==> src/rtl/spi_master_cfg.sv <==
// Configurable SPI master behind an Avalon-MM register slave.
// Build-time frame width and slave count; mode, bit order, divider and irq enable set at run time.
`timescale 1ns/1ps

module spi_master_cfg #(
    parameter int NUMBER_SLAVES = 1,
    parameter int DATA_WIDTH    = 32,
    parameter int DIV_WIDTH     = 8,
    parameter int DEFAULT_DIV   = 1
) (
    input  logic                     clk,
    input  logic                     reset,
    output logic                     sclk,
    output logic                     mosi,
    input  logic                     miso,
    output logic [NUMBER_SLAVES-1:0] ss_n,
    output logic                     irq,
    input  logic [2:0]               avs_address,
    input  logic                     avs_read,
    output logic [31:0]              avs_readdata,
    input  logic                     avs_write,
    input  logic [31:0]              avs_writedata
);

    localparam int EW = $clog2(2 * DATA_WIDTH + 1);

    typedef enum logic [1:0] {
        IDLE,
        SETUP,
        SHIFT,
        HOLD
    } state_t;

    state_t state, next_state;

    logic                     cpol, cpha, lsb_first, irq_en;
    logic [DIV_WIDTH-1:0]     divider;
    logic [31:0]              slave_sel;
    logic [DATA_WIDTH-1:0]    rx_data;
    logic                     done;

    logic                     cpha_q, lsb_q;
    logic [DIV_WIDTH-1:0]     div_q;
    logic [DIV_WIDTH-1:0]     div_cnt;
    logic [EW-1:0]            edge_cnt;
    logic                     sclk_q;
    logic [DATA_WIDTH-1:0]    tx_shift, rx_shift;

    logic                     busy, start, rd_rx, tick, last_edge;
    logic                     edge_now, leading, sample_now, drive_now, finish;
    logic [DATA_WIDTH-1:0]    tx_word;
    logic [NUMBER_SLAVES-1:0] ss_sel;
    logic [31:0]              rd_mux;

    assign busy      = (state != IDLE);
    assign start     = avs_write && (avs_address == 3'd2) && (state == IDLE);
    assign rd_rx     = avs_read && (avs_address == 3'd3);
    assign tx_word   = avs_writedata[DATA_WIDTH-1:0];
    assign tick      = (div_cnt == div_q);
    assign last_edge = (edge_cnt == EW'(2 * DATA_WIDTH));

    // Edges are numbered from 1; odd edges lead, even edges trail. The final
    // trailing edge never drives a new bit because the frame is already out.
    assign edge_now   = tick && ((state == SETUP) || ((state == SHIFT) && !last_edge));
    assign leading    = ~edge_cnt[0];
    assign sample_now = edge_now && (leading ^ cpha_q);
    assign drive_now  = edge_now && !(leading ^ cpha_q) &&
                        (edge_cnt != EW'(2 * DATA_WIDTH - 1));
    assign finish     = (state == HOLD) && tick;

    assign sclk = (state == IDLE) ? cpol : sclk_q;

    always_comb begin
        ss_sel = '1;
        for (int i = 0; i < NUMBER_SLAVES; i++) begin
            if (slave_sel == 32'(i)) begin
                ss_sel[i] = 1'b0;
            end
        end
    end

    always_ff @(posedge clk or posedge reset) begin
        if (reset) begin
            state <= IDLE;
        end else begin
            state <= next_state;
        end
    end

    always_comb begin
        next_state = state;
        case (state)
            IDLE:    if (start)             next_state = SETUP;
            SETUP:   if (tick)              next_state = SHIFT;
            SHIFT:   if (tick && last_edge) next_state = HOLD;
            HOLD:    if (tick)              next_state = IDLE;
            default:                        next_state = IDLE;
        endcase
    end

    // Configuration registers are frozen while a frame is in flight.
    always_ff @(posedge clk or posedge reset) begin
        if (reset) begin
            cpol      <= 1'b0;
            cpha      <= 1'b0;
            lsb_first <= 1'b0;
            irq_en    <= 1'b0;
            divider   <= DIV_WIDTH'(DEFAULT_DIV);
            slave_sel <= 32'd0;
        end else if (avs_write && !busy) begin
            case (avs_address)
                3'd0: {irq_en, lsb_first, cpha, cpol} <= avs_writedata[3:0];
                3'd1: divider   <= avs_writedata[DIV_WIDTH-1:0];
                3'd4: slave_sel <= avs_writedata;
                default: ;
            endcase
        end
    end

    always_ff @(posedge clk or posedge reset) begin
        if (reset) begin
            sclk_q   <= 1'b0;
            mosi     <= 1'b0;
            ss_n     <= '1;
            cpha_q   <= 1'b0;
            lsb_q    <= 1'b0;
            div_q    <= '0;
            div_cnt  <= '0;
            edge_cnt <= '0;
            tx_shift <= '0;
            rx_shift <= '0;
            rx_data  <= '0;
            done     <= 1'b0;
            irq      <= 1'b0;
        end else begin
            irq <= done & irq_en;

            if ((state == IDLE) || tick) begin
                div_cnt <= '0;
            end else begin
                div_cnt <= div_cnt + DIV_WIDTH'(1);
            end

            if (start) begin
                cpha_q   <= cpha;
                lsb_q    <= lsb_first;
                div_q    <= divider;
                sclk_q   <= cpol;
                ss_n     <= ss_sel;
                edge_cnt <= '0;
                rx_shift <= '0;
                // With CPHA=0 the first bit must be on mosi before the first edge.
                if (cpha) begin
                    tx_shift <= tx_word;
                end else if (lsb_first) begin
                    mosi     <= tx_word[0];
                    tx_shift <= tx_word >> 1;
                end else begin
                    mosi     <= tx_word[DATA_WIDTH-1];
                    tx_shift <= tx_word << 1;
                end
            end

            if (edge_now) begin
                sclk_q   <= ~sclk_q;
                edge_cnt <= edge_cnt + EW'(1);
            end

            if (drive_now) begin
                mosi     <= lsb_q ? tx_shift[0] : tx_shift[DATA_WIDTH-1];
                tx_shift <= lsb_q ? (tx_shift >> 1) : (tx_shift << 1);
            end

            if (sample_now) begin
                rx_shift <= lsb_q ? {miso, rx_shift[DATA_WIDTH-1:1]}
                                  : {rx_shift[DATA_WIDTH-2:0], miso};
            end

            if (finish) begin
                ss_n    <= '1;
                rx_data <= rx_shift;
            end

            if (finish) begin
                done <= 1'b1;
            end else if (start || rd_rx) begin
                done <= 1'b0;
            end
        end
    end

    always_comb begin
        rd_mux = 32'd0;
        case (avs_address)
            3'd0:    rd_mux = {28'd0, irq_en, lsb_first, cpha, cpol};
            3'd1:    rd_mux = 32'(divider);
            3'd3:    rd_mux = 32'(rx_data);
            3'd4:    rd_mux = slave_sel;
            3'd5:    rd_mux = {30'd0, done, busy};
            default: rd_mux = 32'd0;
        endcase
    end

    always_ff @(posedge clk or posedge reset) begin
        if (reset) begin
            avs_readdata <= 32'd0;
        end else begin
            avs_readdata <= avs_read ? rd_mux : 32'd0;
        end
    end

endmodule

==> config.mk <==
export PLATFORM = sky130hd
export DESIGN_NAME = spi_master_cfg
export DESIGN_NICKNAME = d
export VERILOG_FILES = /design/src/rtl/spi_master_cfg.sv
export SDC_FILE = /design/constraint.sdc
export NUM_CORES = 1
export LEC_CHECK = 0
export CORE_AREA = 2 2 134 149
export DETAILED_ROUTE_END_ITERATION = 12
export DIE_AREA = 0 0 136 151
export PLACE_DENSITY = 0.84
export SLEW_MARGIN = 15
export SYNTH_ARGS = -nofsm -noshare
export SYNTH_HDL_FRONTEND = slang
export SYNTH_SLANG_ARGS = --single-unit
export TNS_END_PERCENT = 10
==> constraint.sdc <==
create_clock -name clk -period 7 [get_ports clk]
set_input_delay 1.75 -clock clk [delete_from_list [all_inputs] [get_ports clk]]
set_output_delay 1.75 -clock clk [all_outputs]
set_load 0.01 [all_outputs]
# [Yosys cells after proc, flatten, opt, wreduce, memory -nomap -nowiden]
# Cells that the tools add are included.
[op_classes] eq_ne=16 bitwise_logic=4 n_reduce_logical=31 add_sub_neg=2 muxes=31
[op_table] operator="two-way mux 32 bit" n=9
[op_table] operator="case mux 32 bit (5 select lines)" n=1
[op_table] operator="logical NOT 32 bit" n=1
[op_table] operator="two-way mux 7 bit" n=2
[op_table] operator="two-way mux 1 bit" n=13
[op_table] operator="nonzero test 2 bit" n=6
[op_table] operator="logical AND 1 bit" n=11
[op_table] operator="adder 8 x 1 -> 8 bit (second input constant)" n=1
[op_table] operator="equality test 8 bit" n=1
[op_table] operator="two-way mux 2 bit" n=4
[op_table] operator="two-way mux 8 bit" n=1
[op_table] operator="case mux 2 bit (4 select lines)" n=1
[op_table] operator="AND reduction 2 bit" n=4
[op_table] operator="adder 7 x 1 -> 7 bit (second input constant)" n=1
[op_table] operator="equality test 7 bit (second input constant)" n=1
[op_table] operator="!= test 7 x 6 -> 1 bit (second input constant)" n=1
[op_table] operator="equality test 3 x 2 -> 1 bit (second input constant)" n=2
[op_table] operator="equality test 3 bit (second input constant)" n=2
[op_table] operator="!= test 2 bit (second input constant)" n=3
[op_table] operator="equality test 2 bit (second input constant)" n=2
[op_table] operator="!= test 2 x 1 -> 1 bit (second input constant)" n=2
[op_table] operator="AND reduction 4 bit" n=1
[op_table] operator="equality test 3 x 1 -> 1 bit (second input constant)" n=1
[op_table] operator="logical NOT 1 bit" n=3
[op_table] operator="other kinds (7)" n=10
[totals] regBits=204 inputBits=40 word_cells=105 out_inout_bits=36

# [Depth between registers and ports, before layout]
[depth] word_depth=9 mapped_depth=9 mapped_depth_nobuf=7

# [Least setup slack after synthesis]
# No wires, ideal clock.
[synth_path] kind="input-to-reg" from="input port avs_address[0]" to="register slave_sel[10]" n_path_buf=3 t_arrival_ps=3035 t_required_ps=6875 stages=6 slack_ps=3840 setup_ps=125 cell_sequence="clkbuf_1 nor3b_1 nor2b_1 clkbuf_1 buf_2 mux2_2"
[synth_between] elab_chain_len=2
[synth_lines] item="start: declaration" line_no="18" text="input logic [2:0] avs_address,"
[synth_lines] item="equality test 3 bit" line_no="111" text="case (avs_address)"
[synth_lines] item="AND reduction 2 bit (no line)"
[synth_lines] item="end signal: assignment" line_no="114" text="3'd4: slave_sel <= avs_writedata;"
[synth_lines] item="end: declaration" line_no="38" text="logic [31:0] slave_sel;"
# No other way between the ends.
# A chain may end at the register's enable or synchronous reset.

# [Worst setup path after layout]
[layout_path] from="register state[0]" to="output port sclk"
[layout_between] elab_chain_len=2
[layout_lines] item="start: declaration" line_no="34" text="state_t state, next_state;"
[layout_lines] item="start signal: assignment" line_no="86" text="state <= next_state;"
[layout_lines] item="logical NOT 2 bit" line_no="71" text="assign sclk = (state == IDLE) ? cpol : sclk_q;"
[layout_lines] item="two-way mux 1 bit" line_no="71"
[layout_lines] item="end: declaration" line_no="13" text="output logic sclk,"
# No other way between the ends.

==> flow_metrics.tcl <==
set metrics [dict create \
    rows 53 \
    path_buf_inv 2 \
    top_layer_used "met4" \
    path_clk_slew_ns 0.06 \
    vdd_drop_max_v 0.000366 \
    synth-edff-count 0 \
    crit_chain "inv_1, ha_1, o21ai_0, clkdlybuf4s50_1" \
    synth_cells 855 \
    synthSimpleGateAreaFrac_pct 8.93 \
    root_buffer "clkbuf_16" \
    critPathKind "reg -> out" \
    setup_tns_ns 0 \
    drt-total-wl_um 22200 \
    grt_max_degree 70 \
    cp-end-kind "output port" \
    worstPathArrival_ns 2.03 \
    max_stage_delay_ns 0.56 \
    min_path_type "reg -> reg" \
    via_count 6862 \
    gp_congestion 0.898 \
    place_worst_setup_slack_ns 2.83 \
    synth_fa_ha_area_share_pct 0.885 \
    hp-start "rx_data[29]$_DFFE_PP0P_" \
    rr_worst_depth 8 \
    grt-ovfl-total 0 \
    syn_area_per_cell_um2 11.6 \
    coreArea_um2 19000 \
    seq_area_frac_synth_pct 51.6 \
    setup_slack_ns 3.22 \
    die-area_um2 20500 \
    nets 952 \
    cts_resized 0 \
    async_flop_share_pct 100 \
    met1Wirelength_um 9450 \
    muxShareOfSynthArea_pct 26.4 \
    antenna_cells 0 \
    r2r_end "tx_shift[31]$_DFFE_PP0P_" \
    hold_viol 0 \
    drtIter0Drc 507 \
    power_density_nw_per_um2 411 \
    path_delay_family "buffers and inverters" \
    synthTopCellsByArea "dfrtp_1, mux2i_1, mux2_2" \
    required_ns 5.25 \
    slowest_stage "clkdlybuf4s50_1" \
    cts_hold_buf 0 \
    synth_top_area_share_pct 51.1 \
    min_delay_path_depth 1 \
    cts_buffers 22 \
    via_per_inst 5.88 \
    finalMaxSlewViolations 0 \
    relSlewSlack_pct 24.5 \
    dr.pass1.iters 5 \
    syn_to_final_growth_pct 16.7 \
    fill_cells 1481 \
    ys_ff_latch 204 \
    yosysTopAreaCell "dfrtp_1" \
    static-leakage-power_nw 5.11 \
    clock_latency_ns 0.50 \
    synth_compound_area_share_pct 7.80 \
    clock-sinks 204 \
    yosys-top-cells-count "dfrtp_1, mux2i_1, mux2_2" \
    status "finished clean" \
    synth.cell_area_um2 9900 \
    synthFlopType "dfrtp_1" \
    die_x_um 136 \
    cts_tree "done" \
    dp_hpwl_um 14300 \
    yosysMostFrequentCell "dfrtp_1" \
    reg2reg_from "state[0]$_DFFE_PP0P_" \
    yosys_warnings 0 \
    die_h_um 151 \
    syn-num-nets 902 \
    start_kind "flip-flop" \
    initial_utilization_pct 52.2 \
    rrSetupSlack_ns 4.24 \
    setup_viol 0 \
    postCtsSetupBuffers 0 \
    avgRoutedWirePerCell_um 19.0 \
    drt_drc_violations_left 0 \
    fin_skew_ns 0.0111 \
    fmax_mhz 265 \
    synth_xor_area_share_pct 1.33 \
    antenna_left 0 \
    grt_pass1_vias 6930 \
    grt_pass1_wl_um 36400 \
    fin_crit_ns 3.78 \
    grtUsageTotal_pct 22.2 \
    port_buffers 75 \
    max_cap_viol_count 0 \
    synth_top_family_by_area "multiplexers" \
    min_to "rx_data[29]$_DFFE_PP0P_" \
    drive_gt1_share_pct 15.4 \
    wl_met3_um 1250 \
    cts_buffer_depth 3 \
    cp_max_fo 8 \
    ys_types 42 \
    wl_met2_um 10900 \
    ctsHtreeMaxLevel 1 \
    antenna_found_initial 0 \
    rsz0062_at_grt "false" \
    io_pins 76 \
    worst_slew_pin_slew_ns 1.13 \
    post-route-period-util_pct 54.0 \
]
-- kinds of logic after synthesis --
| group | count (synthesis) |
|---|---|
| XOR/XNOR | 15 |
| multiplexers | 250 |
| AND/OR/NAND/NOR | 181 |
| AO/OA/AOI/OAI | 129 |
| flip-flops | 204 |
| buffers and inverters | 69 |
| adder cells (fa/ha/maj) | 7 |
-- state kept, by name, indices dropped and copies added, names as in the netlist, 2 cells and up --
name          count
avs_readdata     32
div_cnt           8
div_q             8
divider           8
edge_cnt          7
rx_data          32
rx_shift         32
slave_sel        32
state             2
tx_shift         32
-- how the worst max path moves through the flow --
| stage | startpoint | end | slack, ns | depth (start not counted) |
|---|---|---|---|---|
| 6_report | state[0]$_DFFE_PP0P_ | sclk | 3.22 | 4 |
| 2_1_floorplan | reset | avs_readdata[0]$_DFF_PP0_ | 2.61 | 1 |
| 3_5_place_dp | avs_address[1] | slave_sel[18]$_DFFE_PP0P_ | 2.83 | 6 |
| 4_1_cts | state[0]$_DFFE_PP0P_ | sclk | 3.19 | 4 |
| 3_3_place_gp | avs_address[1] | slave_sel[22]$_DFFE_PP0P_ | 2.88 | 6 |
| 5_1_grt | avs_address[0] | avs_readdata[0]$_DFF_PP0_ | 3.06 | 6 |
-- metrics by stage --
step                      util, %  instances  cell area (µm²)  hold slack, ns  power [mW]
after global routing         60.9       1167            11600           0.531        5.03
after floorplan                 -        855             9900           0.464        3.12
after global placement       56.9       1128            10800           0.488        3.46
after detailed placement     56.9       1128            10800           0.499        3.53
after CTS                    60.9       1167            11600           0.513        4.77
final                        60.9       1167            11600           0.511        4.75
-- where the power goes --
part           internal, mW  leakage, nW  switching, mW  total, mW
combinational         0.745         2.07          0.585       1.33
clock                 0.754        0.371          0.449       1.20
sequential             1.63         2.67          0.586       2.22
total                  3.13         5.11           1.62       4.75
-- cell type report --
cell class | instances | area, µm² | area share [%]
inverters | 10 | 41.3 | 0.357
flip-flops and latches | 204 | 5110 | 44.3
well taps | 247 | 309 | 2.68
multi-input cells | 582 | 4510 | 39.0
clock inverters | 5 | 100 | 0.866
clock buffers | 34 | 657 | 5.69
repair buffers | 85 | 826 | 7.15
-- per-layer routing --
metal  up-vias  track usage [%]
li1       3162                -
met1      3440             29.8
met2       219             37.5
met3        41             3.45
met4         0             6.41
met5         -            0.505
-- cell usage in the layout, fill, tap and decap left out, drive strengths merged, types with 2 or more instances in the layout --
cell	netlist	layout
a21o	4	4
a21oi	15	15
a221oi	3	3
a22oi	29	29
and2	4	4
and3	2	2
buf	27	10
bufinv	0	3
clkbuf	32	34
clkdlybuf4s50	0	75
clkinv	0	2
dfrtp	202	202
dfstp	2	2
ha	7	7
inv	10	9
mux2	88	88
mux2i	162	162
nand2	45	45
nand2b	4	4
nand3	41	41
nand4	3	3
nor2	52	52
nor2b	6	6
nor3	6	6
nor3b	2	2
nor4	11	11
o21a	2	2
o21ai	71	71
or2	3	3
xnor2	5	5
xor2	10	10
No activity file was read; power rests on OpenSTA's default activity.
